===== src/rtl/fl_f_pipe.sv =====
// float32 -> signed Q1.FRAC_W converter, two-stage elastic pipeline (unpack/shift, then sign apply).
// Each stage advances when its downstream slot is free, so the skid-free chain never drops or duplicates.
module fl_f_pipe #(
    parameter int FIX_W  = 22,
    parameter int FRAC_W = 20
) (
    input  logic             clk,
    input  logic             rst_n,
    input  logic             in_valid,
    output logic             in_ready,
    input  logic [31:0]      float_in,
    output logic             out_valid,
    input  logic             out_ready,
    output logic [FIX_W-1:0] fixed_out,
    output logic [1:0]       out_flags
);
    // Smallest exponent that still yields a nonzero LSB, and the shift base aligning M to FRAC_W bits.
    localparam logic [7:0]       EXP_MIN    = 8'(127 - FRAC_W);
    localparam logic [7:0]       SHIFT_BASE = 8'(150 - FRAC_W);
    localparam logic [FIX_W-1:0] SAT_POS    = {1'b0, {(FIX_W-1){1'b1}}};
    localparam logic [FIX_W-1:0] SAT_NEG    = {1'b1, {(FIX_W-1){1'b0}}};

    logic             w_sign;
    logic [7:0]       w_exp;
    logic [22:0]      w_frac;
    logic [23:0]      w_man;
    logic [7:0]       w_shamt;
    logic             w_nan;
    logic             w_sat;
    logic [FIX_W-1:0] w_mag;
    logic [FIX_W-1:0] w_neg;
    logic [FIX_W-1:0] w_fixed;
    logic             w_adv1;
    logic             w_adv2;

    logic             r_s1_valid;
    logic             r_s1_sign;
    logic             r_s1_nan;
    logic             r_s1_sat;
    logic [FIX_W-1:0] r_s1_mag;
    logic             r_s2_valid;
    logic [FIX_W-1:0] r_fixed;
    logic [1:0]       r_flags;

    assign w_adv2   = !r_s2_valid || out_ready;
    assign w_adv1   = !r_s1_valid || w_adv2;
    assign in_ready = w_adv1;

    assign w_sign  = float_in[31];
    assign w_exp   = float_in[30:23];
    assign w_frac  = float_in[22:0];
    assign w_man   = {1'b1, w_frac};
    assign w_shamt = SHIFT_BASE - w_exp;

    // Zero and denormals fall into the exp < EXP_MIN branch and flush to 0.
    always_comb begin
        w_nan = 1'b0;
        w_sat = 1'b0;
        w_mag = '0;
        if (w_exp == 8'hFF && w_frac != '0)
            w_nan = 1'b1;
        else if (w_exp >= 8'd128)
            w_sat = 1'b1;
        else if (w_exp >= EXP_MIN)
            w_mag = FIX_W'(w_man >> w_shamt);
    end

    assign w_neg   = -r_s1_mag;
    assign w_fixed = r_s1_sat  ? (r_s1_sign ? SAT_NEG : SAT_POS) :
                     r_s1_sign ? w_neg : r_s1_mag;

    always_ff @(posedge clk or negedge rst_n) begin
        if (!rst_n) begin
            r_s1_valid <= 1'b0;
            r_s1_sign  <= 1'b0;
            r_s1_nan   <= 1'b0;
            r_s1_sat   <= 1'b0;
            r_s1_mag   <= '0;
        end else if (w_adv1) begin
            r_s1_valid <= in_valid;
            if (in_valid) begin
                r_s1_sign <= w_sign;
                r_s1_nan  <= w_nan;
                r_s1_sat  <= w_sat;
                r_s1_mag  <= w_mag;
            end
        end
    end

    always_ff @(posedge clk or negedge rst_n) begin
        if (!rst_n) begin
            r_s2_valid <= 1'b0;
            r_fixed    <= '0;
            r_flags    <= '0;
        end else if (w_adv2) begin
            r_s2_valid <= r_s1_valid;
            if (r_s1_valid) begin
                r_fixed <= w_fixed;
                r_flags <= {r_s1_nan, r_s1_sat};
            end
        end
    end

    assign out_valid = r_s2_valid;
    assign fixed_out = r_fixed;
    assign out_flags = r_flags;
endmodule


===== config.mk =====
export PLATFORM = sky130hd
export DESIGN_NAME = fl_f_pipe
export DESIGN_NICKNAME = d
export VERILOG_FILES = /design/src/rtl/fl_f_pipe.sv
export SDC_FILE = /design/constraint.sdc
export NUM_CORES = 1
export LEC_CHECK = 0
export BUFFER_PORTS_ARGS = -buffer_cell sky130_fd_sc_hd__buf_2
export CAP_MARGIN = 20
export CORE_MARGIN = 5
export CORE_UTILIZATION = 58
export DETAILED_ROUTE_END_ITERATION = 7
export HOLD_SLACK_MARGIN = 0.08
export PLACE_DENSITY = 0.81
export SLEW_MARGIN = 40
export SYNTH_ARGS = -nofsm -noshare
export SYNTH_HDL_FRONTEND = slang
export SYNTH_SLANG_ARGS = --single-unit

===== constraint.sdc =====
create_clock -name clk -period 2.4 [get_ports clk]
set_input_delay 0.24 -clock clk [delete_from_list [all_inputs] [get_ports clk]]
set_output_delay 0.24 -clock clk [all_outputs]
set_load 0.01 [all_outputs]

# Word level (Yosys, flattened, before mapping)
# Index checks and enable logic that the tools add are counted.
op_classes:
  n_addsub: 2
  n_lt_le_gt_ge: 2
  n_eq_ne: 1
  shift: 1
  mux: 9
  reduce_logical: 8
op_table:
  columns: ["cell", "count"]
  rows:
  - ["$mux W22", 6]
  - ["$shr A24 B8 Y22", 1]
  - ["$reduce_bool A23 Y1", 1]
  - ["$neg A22 Y22", 1]
  - ["$eq A8 B8 Y1 const B", 1]
  - ["$ge A8 B7 Y1 const B", 1]
  - ["$ge A8 B8 Y1 const B", 1]
  - ["$sub A8 B8 Y8 const A", 1]
  - ["$reduce_and A2 Y1", 2]
  - ["$mux W1", 3]
  - ["$logic_not A1 Y1", 2]
  - ["$logic_or A1 B1 Y1", 2]
  - ["$logic_and A1 B1 Y1", 1]
totals:
  register_bits: 51
  in_bits: 36
  out_inout_bits: 26
  wordCells: 31

# Depth between registers and ports, before layout
# Gate-level depths: netlist (run 1).
depth:
  depth_word: 5
  mapped_depth: 12
  ltp_nobuf: 8

# Worst setup path before layout (run 1)
# No wires, ideal clock.
synth_path:
  kind: "input port to flip-flop"
  from: "in float_in[23]"
  to: "reg r_s1_mag[4]"
  t_arrival_ns: 2.413
  t_required_ns: 2.274
  slack_ns: -0.139
  cell_stages: 11
  path_buffers: 5
  path_cell_list: "buf_2 inv_2 buf_2 ha_1 buf_2 buf_2 buf_1 mux4_2 nand2_1 nand3_1 a221o_1"
synth_between:
  elab_chain_cells: 5
  word_cells_on_any_way: 9
  classes_between: "add/sub: 1; order compare: 2; eq/ne: 1; shift: 1; mux: 3; reduce/logical: 1"
synth_lines:
  columns: ["element", "line", "source"]
  rows:
  - ["from (decl)", "11", "input logic [31:0] float_in,"]
  - ["$sub A8 B8 Y8", "53", "assign w_shamt = SHIFT_BASE - w_exp;"]
  - ["$shr A24 B8 Y22", "65", "w_mag = FIX_W'(w_man >> w_shamt);"]
  - ["$mux W22", "64", "else if (w_exp >= EXP_MIN)"]
  - ["$mux W22", "62", "else if (w_exp >= 8'd128)"]
  - ["$mux W22 (*)", "60", "if (w_exp == 8'hFF && w_frac != '0)"]
  - ["to (signal assigned)", "85", "r_s1_mag <= w_mag;"]
  - ["to (decl)", "40", "logic [FIX_W-1:0] r_s1_mag;"]
# Mark *: on every way between the ends. The rest lies on a longest branch, timed or not.
# A chain may end at the register's enable or synchronous reset.

# Worst setup path after layout (run 1)
layout_path:
  from: "reg r_s1_mag[0]"
  to: "reg r_fixed[21], in the netlist fixed_out[21]"
layout_between:
  elab_chain_cells: 3
layout_lines:
  columns: ["element", "line", "source"]
  rows:
  - ["$neg A22 Y22", "68", "assign w_neg = -r_s1_mag;"]
  - ["$mux W22", "70", "r_s1_sign ? w_neg : r_s1_mag;"]
  - ["$mux W22", "69", "assign w_fixed = r_s1_sat ? (r_s1_sign ? SAT_NEG : SAT_POS) :"]
  - ["to (signal assigned)", "98", "r_fixed <= w_fixed;"]
  - ["to (decl)", "42", "logic [FIX_W-1:0] r_fixed;"]
# No other way between the ends.

==> out/qor.csv, run 1 <==
metric;value;unit
status;finished, final reports clean;
maximum clock rate;445;MHz
Worst-Margin Slew;0.790;ns
Setup crit start kind;flop;
fillers;549;
Via Count;3985;
H-tree depth;2;
Final Skew;0.00604;ns
global-route wire length before repair;18.4;mm
internal cell power;1930;uW
DR pass1 iterations;5;
grt ovf;0;
antenna violations before repair;0;
asr flop ratio synth;100;%
wire per inst;17.2;um
overall power;2980;uW
TritonCTS buffer count;5;
FF+latch count, synth;51;
area grow syn2layout;17.5;%
final antenna diode count;0;
number of synthesized flops with an enable pin;0;
Fin. Hold Viols;0;
Req. time, crit path;2.58;ns
CTS tree;done;
Die ar.;8710;um^2
Worst Reg-to-Reg Cells;7;
WL met2;5.20;mm
Power per Cell Area;631;nW/um^2
Net Sw Frac;35.2;%
Mapped Avg Cell Area;8.42;um^2
post-synth cell types;71;
setup slack, reg-to-reg;0.15;ns
max-slew violations;0;
reg-to-reg critical path startpoint;r_s1_mag[0];
# DRC;0;
critical-path maximum fanout;4;
I/O Pins;62;
vias per cell;6.32;
Yosys warnings;0;
drt total wl;10.9;mm
mapped cell area;4030;um^2
most frequent cells in the layout;nand2_1 (76), buf_2 (61), dfrtp_1 (51);
CTS root buf;clkbuf_8;
Critical Path Sink Type;flop;
final setup fails;0;
Worst-path clk slew;0.09;ns
CP startpoint;r_s1_mag[0];
FF-to-FF End;fixed_out[21];
routability congestion estimate;0.935;
width of the die;93.3;um
Seq/Total Area, Yosys;31.7;%
Final Cycle Share;93.7;%
CP arrival;2.43;ns
net switching power;1050;uW
commonest non-fill, non-tap cell in the layout;nand2_1;
clk sinks;51;
worst rel slew slack;47.2;%
worst skew pair latency;0.31;ns
Max-Cap Viols;0;
worst min path class;input pin to flop;
number of global-route vias before repair;3847;
Min Clock Period, post-route;2.25;ns
pin count of the biggest net entering global routing;31;
Reg power frac;35.5;%
Post-CTS Setup Repair Bufs;0;
hpwl dp;8.50;mm
port bufs;61;
Max Buffers Root-to-Sink;2;
initial drt markers;234;
Crit Path Category;flop to flop;
top layer used by detailed routing;met4;
std cell rows;30;
fin util;70.0;%
share of total power in combinational logic;41.5;%
met3 WL;633;um
nets@finish;589;
Peak VDD IR;0.000243;V
top_reg_cell synth;dfrtp_1;
core area;6760;um^2
met1 wire length;4.58;mm
GRT Total Usage;25.9;%
die height;93.3;um
end of the critical path;fixed_out[21];
power share of the clock group;23.0;%
Post-Synthesis Cells;478;
residual antenna-violating net count after detailed routing;0;
Mapped Nets;517;
starting density of the core;59.6;%
share of layout cells above drive strength 1;26.7;%
Leakage;0.00217;uW
Yosys cell counts, types with 8 or more instances:
cell type | count | area, um^2
dfrtp_1 | 51 | 1280
inv_1 | 8 | 30.0
a31oi_1 | 9 | 56.3
nor2_1 | 25 | 93.8
nand2b_1 | 8 | 50.1
o21ai_0 | 42 | 210
mux2i_1 | 26 | 260
nor3_1 | 10 | 50.1
clkbuf_1 | 17 | 63.8
a21oi_1 | 34 | 170
nand3_1 | 12 | 60.1
nand2_1 | 76 | 285
mux2_2 | 12 | 135
buf_2 | 12 | 60.1
o22ai_1 | 11 | 68.8
o21ai_1 | 15 | 75.1
flip-flops by register name (all words and copies together), names as in the netlist:
register    cells
out_flags       2
r_s1_sat        1
r_s1_mag       22
r_s1_sign       1
r_s1_valid      1
fixed_out      22
out_valid       1
r_s1_nan        1
cell families (layout without fill, tap and decap cells):
logic type | count (synthesis) | count (layout) | share of synthesized area [%]
flops | 51 | 51 | 31.7
simple gates | 172 | 172 | 21.9
mux | 46 | 46 | 14.0
xor+xnor | 8 | 8 | 2.77
compound gates | 154 | 154 | 24.1
buf+inv | 44 | 117 | 4.57
fa+ha+maj | 3 | 3 | 0.933
worst min-delay path by stage:
stage	startpoint	end	slack [ns]	cells after the start
final	in_valid	r_s1_valid	0.15	2
after detailed placement	rst_n	fixed_out[15]	0.22	1
after global routing	in_valid	r_s1_valid	0.15	2
after global placement	rst_n	fixed_out[20]	0.22	1
after CTS	in_valid	r_s1_valid	0.15	2
after floorplan	rst_n	fixed_out[0]	-0.06	0
power by group through the flow:
stage,registers [uW],logic (uW),clock network [uW]
3_5_place_dp,1080,1210,0
6_report,1060,1240,687
4_1_cts,1060,1220,694
5_1_grt,1080,1360,737
2_1_floorplan,1120,746,0
3_3_place_gp,1070,1190,0
repair_timing:
action,4_1_cts,5_1_grt
hold endpoints to repair,21,0
hold buffers,1,0
setup endpoints to repair,0,3
resized for setup,0,2
metal layers:
metal	GRT usage, %	up-vias
li1	-	1923
met1	33.4	1857
met2	43.2	170
met3	2.65	35
met4	12.5	0
met5	0	-
cell type report:
| type | count | area, um^2 | area share, % |
|---|---|---|---|
| Multi-Input combinational cell | 383 | 2580 | 54.5 |
| Sequential cell | 51 | 1280 | 27.0 |
| Timing Repair Buffer | 99 | 606 | 12.8 |
| Tap cell | 80 | 100 | 2.12 |
| Clock buffer | 6 | 72.6 | 1.53 |
| Clock inverter | 2 | 60.1 | 1.27 |
| Inverter | 10 | 37.5 | 0.793 |
stage by stage:
step | hold slack (ns) | instance area [um^2] | TNS, ns | instances | setup slack, ns
after global routing | 0.153 | 4730 | -0.0387 | 631 | -0.0387
after detailed placement | 0.220 | 4570 | 0 | 622 | 0.00928
final | 0.150 | 4730 | 0 | 631 | 0.151
after floorplan | -0.0556 | 4040 | 0 | 478 | 0.0279
after CTS | 0.151 | 4720 | 0 | 631 | 0.111
after global placement | 0.218 | 4570 | 0 | 622 | 0.0652
worst max-delay path: stages (launching register included):
cell	delay (ns)
dfrtp_1	0.41
buf_4	0.17
or4_4	0.44
nor4_4	0.20
nand4_2	0.20
or4_1	0.44
a21oi_1	0.18
o31ai_1	0.09
(Power assumes the default switching activity.)
==> run 2: changes to the inputs <==
--- a/config.mk
+++ b/config.mk
@@ -8,10 +8,10 @@
 export BUFFER_PORTS_ARGS = -buffer_cell sky130_fd_sc_hd__buf_2
 export CAP_MARGIN = 20
 export CORE_MARGIN = 5
-export CORE_UTILIZATION = 58
+export CORE_UTILIZATION = 62
 export DETAILED_ROUTE_END_ITERATION = 7
 export HOLD_SLACK_MARGIN = 0.08
-export PLACE_DENSITY = 0.81
+export PLACE_DENSITY = 0.86
 export SLEW_MARGIN = 40
 export SYNTH_ARGS = -nofsm -noshare
 export SYNTH_HDL_FRONTEND = slang
==> constraint.sdc (replaced) <==
create_clock -name clk -period 2.6 [get_ports clk]
set_input_delay 0.26 -clock clk [delete_from_list [all_inputs] [get_ports clk]]
set_output_delay 0.26 -clock clk [all_outputs]
set_load 0.01 [all_outputs]
==> out/qor.csv, run 2 (synthesis gave the netlist of run 1 again) <==
metric;value;unit;change
Reg power frac;37.4;%;+1.9 points
Net Sw Frac;36.9;%;+1.7 points
routability congestion estimate;0.938;;+0.31%
worst skew pair latency;0.31;ns;about the same
share of layout cells above drive strength 1;25.6;%;-1.1 points
# DRC;0;;unchanged
Worst-Margin Slew;0.630;ns;-0.160 ns
critical-path maximum fanout;5;;+1
CTS root buf;clkbuf_8;;
power share of the clock group;20.3;%;-2.7 points
nets@finish;582;;-1.2%
share of total power in combinational logic;42.3;%;+0.8 points
width of the die;90.6;um;-2.9%
commonest non-fill, non-tap cell in the layout;nand2_1;;
vias per cell;6.52;;+3.3%
Critical Path Sink Type;flop;;
wire per inst;17.8;um;+3.5%
worst rel slew slack;57.9;%;+11 points
Setup TNS;0;ns;unchanged
Worst-path clk slew;0.09;ns;about the same
CP arrival;2.62;ns;+0.19 ns
Final Skew;0.00432;ns;-0.00172 ns
Final Cycle Share;91.8;%;-1.9 points
initial drt markers;305;;+30%
core area;6350;um^2;-6.0%
pre-CTS WS;0.181;ns;+0.172 ns
max-slew violations;0;;unchanged
antenna violations before repair;0;;unchanged
grt ovf;0;;unchanged
Die ar.;8200;um^2;-5.8%
CTS tree;done;;
most frequent cells in the layout;nand2_1 (76), buf_2 (61), dfrtp_1 (51);;
Max Buffers Root-to-Sink;2;;unchanged
DR pass1 iterations;5;;unchanged
residual antenna-violating net count after detailed routing;0;;unchanged
status;finished, final reports clean;;
clk sinks;51;;unchanged
final antenna diode count;0;;unchanged
internal cell power;1660;uW;-14%
net switching power;972;uW;-7.5%
Min Clock Period, post-route;2.39;ns;+0.138 ns
die height;90.6;um;-2.9%
RSZ-0062 raised after global routing;false;;
pin count of the biggest net entering global routing;41;;+32%
worst min path class;input pin to flop;;
Leakage;0.00212;uW;-2.6%
starting density of the core;63.4;%;+3.8 points
Crit Path Category;flop to flop;;
maximum clock rate;419;MHz;-5.8%
Via Count;4043;;+1.5%
Peak VDD IR;0.000538;V;+120%
number of global-route vias before repair;3823;;-0.62%
final setup fails;0;;unchanged
I/O Pins;62;;unchanged
global-route wire length before repair;18.7;mm;+1.7%
worst setup margin;0.213;ns;+0.0623 ns
H-tree depth;2;;unchanged
TritonCTS buffer count;5;;unchanged
GRT Total Usage;27.3;%;+1.4 points
Power per Cell Area;569;nW/um^2;-9.8%
port bufs;61;;unchanged
Hold Slack;0.179;ns;+0.0287 ns
Req. time, crit path;2.84;ns;+0.26 ns
area grow syn2layout;15.0;%;
Max-Cap Viols;0;;unchanged
drt total wl;11.0;mm;+1.7%
Fin. Hold Viols;0;;unchanged
hpwl dp;8.56;mm;+0.73%
Post-CTS Setup Repair Bufs;0;;unchanged
Setup crit start kind;flop;;
std cell rows;29;;-3.3%
==> run 2: final timing paths <==
| kind | start | end | slack, ns | cells past startpoint |
|---|---|---|---|---|
| worst min register to register | fixed_out[13] | fixed_out[13] | 0.47 | 2 |
| worst max register to register | r_s1_mag[0] | fixed_out[12] | 0.21 | 9 |
| worst max-delay path | r_s1_mag[0] | fixed_out[12] | 0.21 | 9 |
| min in group asynchronous | rst_n | fixed_out[13] | 0.43 | 2 |
| worst min-delay path | in_valid | r_s1_valid | 0.18 | 2 |
| max in group asynchronous | rst_n | r_s1_mag[3] | 1.43 | 3 |
==> run 2: per-stage QoR <==
step / util, % / std cells / power (uW) / instance area (um^2)
5_1_grt: 72.9 / 620 / 2810 / 4630
4_1_cts: 72.8 / 620 / 2630 / 4620
3_5_place_dp: 71.0 / 612 / 2100 / 4510
6_report: 72.9 / 620 / 2640 / 4630
2_1_floorplan: - / 478 / 1720 / 4030
3_3_place_gp: 71.0 / 612 / 2060 / 4510
==> run 2: layer usage <==
metal | up-vias | global-route usage, % | part of all wire, %
met5 | - | 0 | 0
met4 | 0 | 15.6 | 5.1
met3 | 40 | 3.83 | 7.0
met2 | 216 | 44.9 | 48
met1 | 1873 | 34.0 | 40
li1 | 1914 | - | -
==> run 2: critical path: stages, from the launching register on <==
cell and delay (ns):
dfrtp_1 0.46, inv_1 0.08, ha_1 0.19, or3b_1 0.43
buf_4 0.19, nor4_4 0.32, nor2b_1 0.09, o21ai_0 0.23
o21ai_0 0.17, o21ai_1 0.14
==> run 2: power groups by stage <==
stage | logic (uW) | clock network [uW] | registers (uW)
6_report | 1120 | 535 | 986
5_1_grt | 1220 | 584 | 1010
4_1_cts | 1110 | 540 | 986
3_5_place_dp | 1090 | 0 | 1000
3_3_place_gp | 1060 | 0 | 1000
2_1_floorplan | 686 | 0 | 1040
==> run 2: final cells by class <==
cell class                      instances  area (um^2)
Clock buffer                            5         68.8
Tap cell                               77         96.3
Multi-Input combinational cell        383         2570
Timing Repair Buffer                   92          541
Fill cell                             508         1720
Clock inverter                          2         37.5
Sequential cell                        51         1280
Inverter                               10         37.5
==> run 2: repair_timing <==
action / 4_1_cts / 5_1_grt
endpoints found under the setup margin: 0 / 1
resized for setup: 0 / 1
hold endpoints to repair: 21 / 0
hold buffers: 1 / 0
==> run 3: changes to the inputs <==
--- a/config.mk
+++ b/config.mk
@@ -5,6 +5,7 @@
 export SDC_FILE = /design/constraint.sdc
 export NUM_CORES = 1
 export LEC_CHECK = 0
+export ABC_AREA = 1
 export BUFFER_PORTS_ARGS = -buffer_cell sky130_fd_sc_hd__buf_2
 export CAP_MARGIN = 20
 export CORE_MARGIN = 5
==> out/qor.csv, run 3 <==
metric;value;unit;change
FF-to-FF End;fixed_out[20];;
Crit path buffers/inverters;2;;unchanged
status;finished, final reports clean;;
most frequent cell after synthesis;nand2_1;;
Critical Path Sink Type;flop;;
hold endpoint;r_s1_sign;;
initial drt markers;295;;-3.3%
vias per cell;5.96;;-8.6%
cells along the critical path;inv_1 -> ha_1 -> inv_1 -> nor3_1 -> nand2_1 -> nor3_2 -> nand3_1 -> o21ai_1 -> o21ai_1 -> nand2_1 -> nand3_1 -> a21oi_1;;
Mapped Nets;637;;+23%
worst rel slew slack;52.1;%;-5.8 points
CTS tree;done;;
Worst-path clk slew;0.09;ns;about the same
core area;6240;um^2;-1.7%
worst skew pair latency;0.31;ns;about the same
Max Buffers Root-to-Sink;2;;unchanged
Fin. Hold Viols;0;;unchanged
grt ovf;0;;unchanged
Die ar.;8000;um^2;-2.5%
asr flop ratio synth;100;%;unchanged
nets@finish;682;;+17%
mapped cell area;3910;um^2;-2.8%
Peak VDD IR;0.000502;V;-6.6%
wire per inst;14.4;um;-19%
Synth area leaders;dfrtp_1 (33%), nand2_1 (16%), nand3_1 (14%);;
die height;89.4;um;-1.3%
number of global-route vias before repair;3885;;+1.6%
Crit Path Category;flop to flop;;
DR pass1 iterations;6;;+1
area grow syn2layout;11.0;%;
post-synth cell types;34;;-52%
critical-path maximum fanout;3;;-2
H-tree depth;2;;unchanged
reg-to-reg critical path startpoint;r_s1_mag[0];;
starting density of the core;62.7;%;-0.72 points
final instance area;4340;um^2;-6.2%
Power per Cell Area;590;nW/um^2;+3.7%
port bufs;61;;unchanged
clk sinks;51;;unchanged
maximum clock rate;444;MHz;+6.0%
top-area cell type share of the netlist area;32.6;%;+0.92 points
Setup TNS;0;ns;unchanged
most frequent cells in the layout;nand2_1 (171), nand3_1 (107), buf_2 (60);;
# DRC;0;;unchanged
WHS Path Cells;3;;+1
GRT Total Usage;27.0;%;-0.22 points
HP Start;float_in[31];;
drt total wl;10.3;mm;-6.3%
final setup fails;0;;unchanged
max-slew violations;0;;unchanged
Via Count;4289;;+6.1%
residual antenna-violating net count after detailed routing;0;;unchanged
number of synthesized flops with an enable pin;0;;unchanged
hpwl dp;7.80;mm;-8.8%
TritonCTS buffer count;5;;unchanged
final antenna diode count;0;;unchanged
CP arrival;2.48;ns;-0.14 ns
width of the die;89.4;um;-1.3%
antenna violations before repair;0;;unchanged
Crit-path slowest cell;dfrtp_1;;
Post-CTS Setup Repair Bufs;0;;unchanged
Setup crit start kind;flop;;
Worst-Margin Slew;0.718;ns;+0.0886 ns
CTS root buf;clkbuf_8;;
most frequent cells after synthesis;nand2_1 (171), nand3_1 (107), dfrtp_1 (51);;
Max-Cap Viols;0;;unchanged
Seq/Total Area, Yosys;32.6;%;+0.92 points
routability congestion estimate;0.901;;-3.9%
Post-Synthesis Cells;598;;+25%
crit-path leading delay family;simple AND/OR/NAND/NOR gates;;
std cell rows;29;;unchanged
share of layout cells above drive strength 1;15.2;%;-10 points
commonest non-fill, non-tap cell in the layout;nand2_1;;
Min Clock Period, post-route;2.25;ns;-0.136 ns
placed cell areas;4230;um^2;-6.2%
Final Skew;0.00728;ns;+0.00296 ns
setup slack, reg-to-reg;0.35;ns;+0.14 ns
I/O Pins;62;;unchanged
worst min path class;input pin to flop;;
Mapped Avg Cell Area;6.54;um^2;-22%
post-CTS sizing;0;;unchanged
Worst Reg-to-Reg Cells;12;;+3
top_reg_cell synth;dfrtp_1;;
RSZ-0062 raised after global routing;false;;
post-synth top area cell;dfrtp_1;;
Crit path largest cell delay;0.43;ns;-0.03 ns
pin count of the biggest net entering global routing;52;;+27%
FF+latch count, synth;51;;unchanged
global-route wire length before repair;17.4;mm;-7.1%
Leakage;0.00222;uW;+4.9%
Final Cycle Share;86.6;%;-5.2 points
Req. time, crit path;2.83;ns;about the same
Yosys warnings;0;;unchanged
[run 3: cell count changes after synthesis, sizes merged, moves of 13 or more]
cell   previous run  this run
nand2            76       174
nand3            13       107
nand4             3        48
inv               9        37
mux2i            26         0
o21ai            57        32
mux2             13         0
nor2             27        40
[run 3: stage by stage]
step	worst slack (ns)	total power (uW)	utilization [%]	hold slack, ns	instances
after floorplan	0.382	1710	-	-0.0356	598
after global placement	0.362	2020	67.7	0.455	712
after detailed placement	0.320	2040	67.7	0.316	712
after CTS	0.373	2570	69.6	0.158	720
after global routing	0.105	2750	69.6	0.191	720
final	0.349	2560	69.6	0.167	720
[run 3: metal layers]
metal,up-vias,routed length [um],GRT usage [%]
li1,2142,-,-
met5,-,0,0
met3,23,586,3.04
met1,1964,4500,34.9
met4,0,272,9.61
met2,160,4980,46.7
[run 3: repair_timing]
item / CTS / global route
hold endpoints to repair: 51 / 0
hold buffers: 1 / 0
endpoints found under the setup margin: 0 / 0
[run 3: logic make-up after synthesis]
group	count (synthesis)	synth area share (%)
fa+ha+maj	3	0.960
xor+xnor	11	2.46
flops	51	32.6
simple gates	391	46.2
buf+inv	72	7.97
compound gates	70	9.76
[run 3: worst register-to-register path: stages, from the launching register on]
cell and delay [ns]:
dfrtp_1 0.43, inv_1 0.09, ha_1 0.14, inv_1 0.04, nor3_1 0.21, nand2_1 0.14, nor3_2 0.22, nand3_1 0.17
o21ai_1 0.26, o21ai_1 0.11, nand2_1 0.09, nand3_1 0.12, a21oi_1 0.17
[run 3: how the worst max path moves through the flow]
stage | start | to | slack (ns) | depth (start not counted)
2_1_floorplan | float_in[23] | r_s1_mag[6] | 0.38 | 14
3_3_place_gp | float_in[23] | r_s1_mag[0] | 0.36 | 15
3_5_place_dp | float_in[23] | r_s1_mag[0] | 0.32 | 15
4_1_cts | r_s1_mag[0] | fixed_out[20] | 0.37 | 12
5_1_grt | r_s1_mag[0] | fixed_out[16] | 0.10 | 11
6_report | r_s1_mag[0] | fixed_out[20] | 0.35 | 12
[run 3: area by class of cell]
type                            instances  area, um^2
Fill cell                             561        1900
Tap cell                               77        96.3
Multi-Input combinational cell        475        2320
Timing Repair Buffer                   73         400
Clock inverter                          2        37.5
Inverter                               37         139
Clock buffer                            5        68.8
Sequential cell                        51        1280
[run 3: power breakdown]
part,switching (uW),total [uW],internal (uW)
Combinational,626,991,365
Sequential,93.8,1040,947
Clock,251,532,281
Total,971,2560,1590
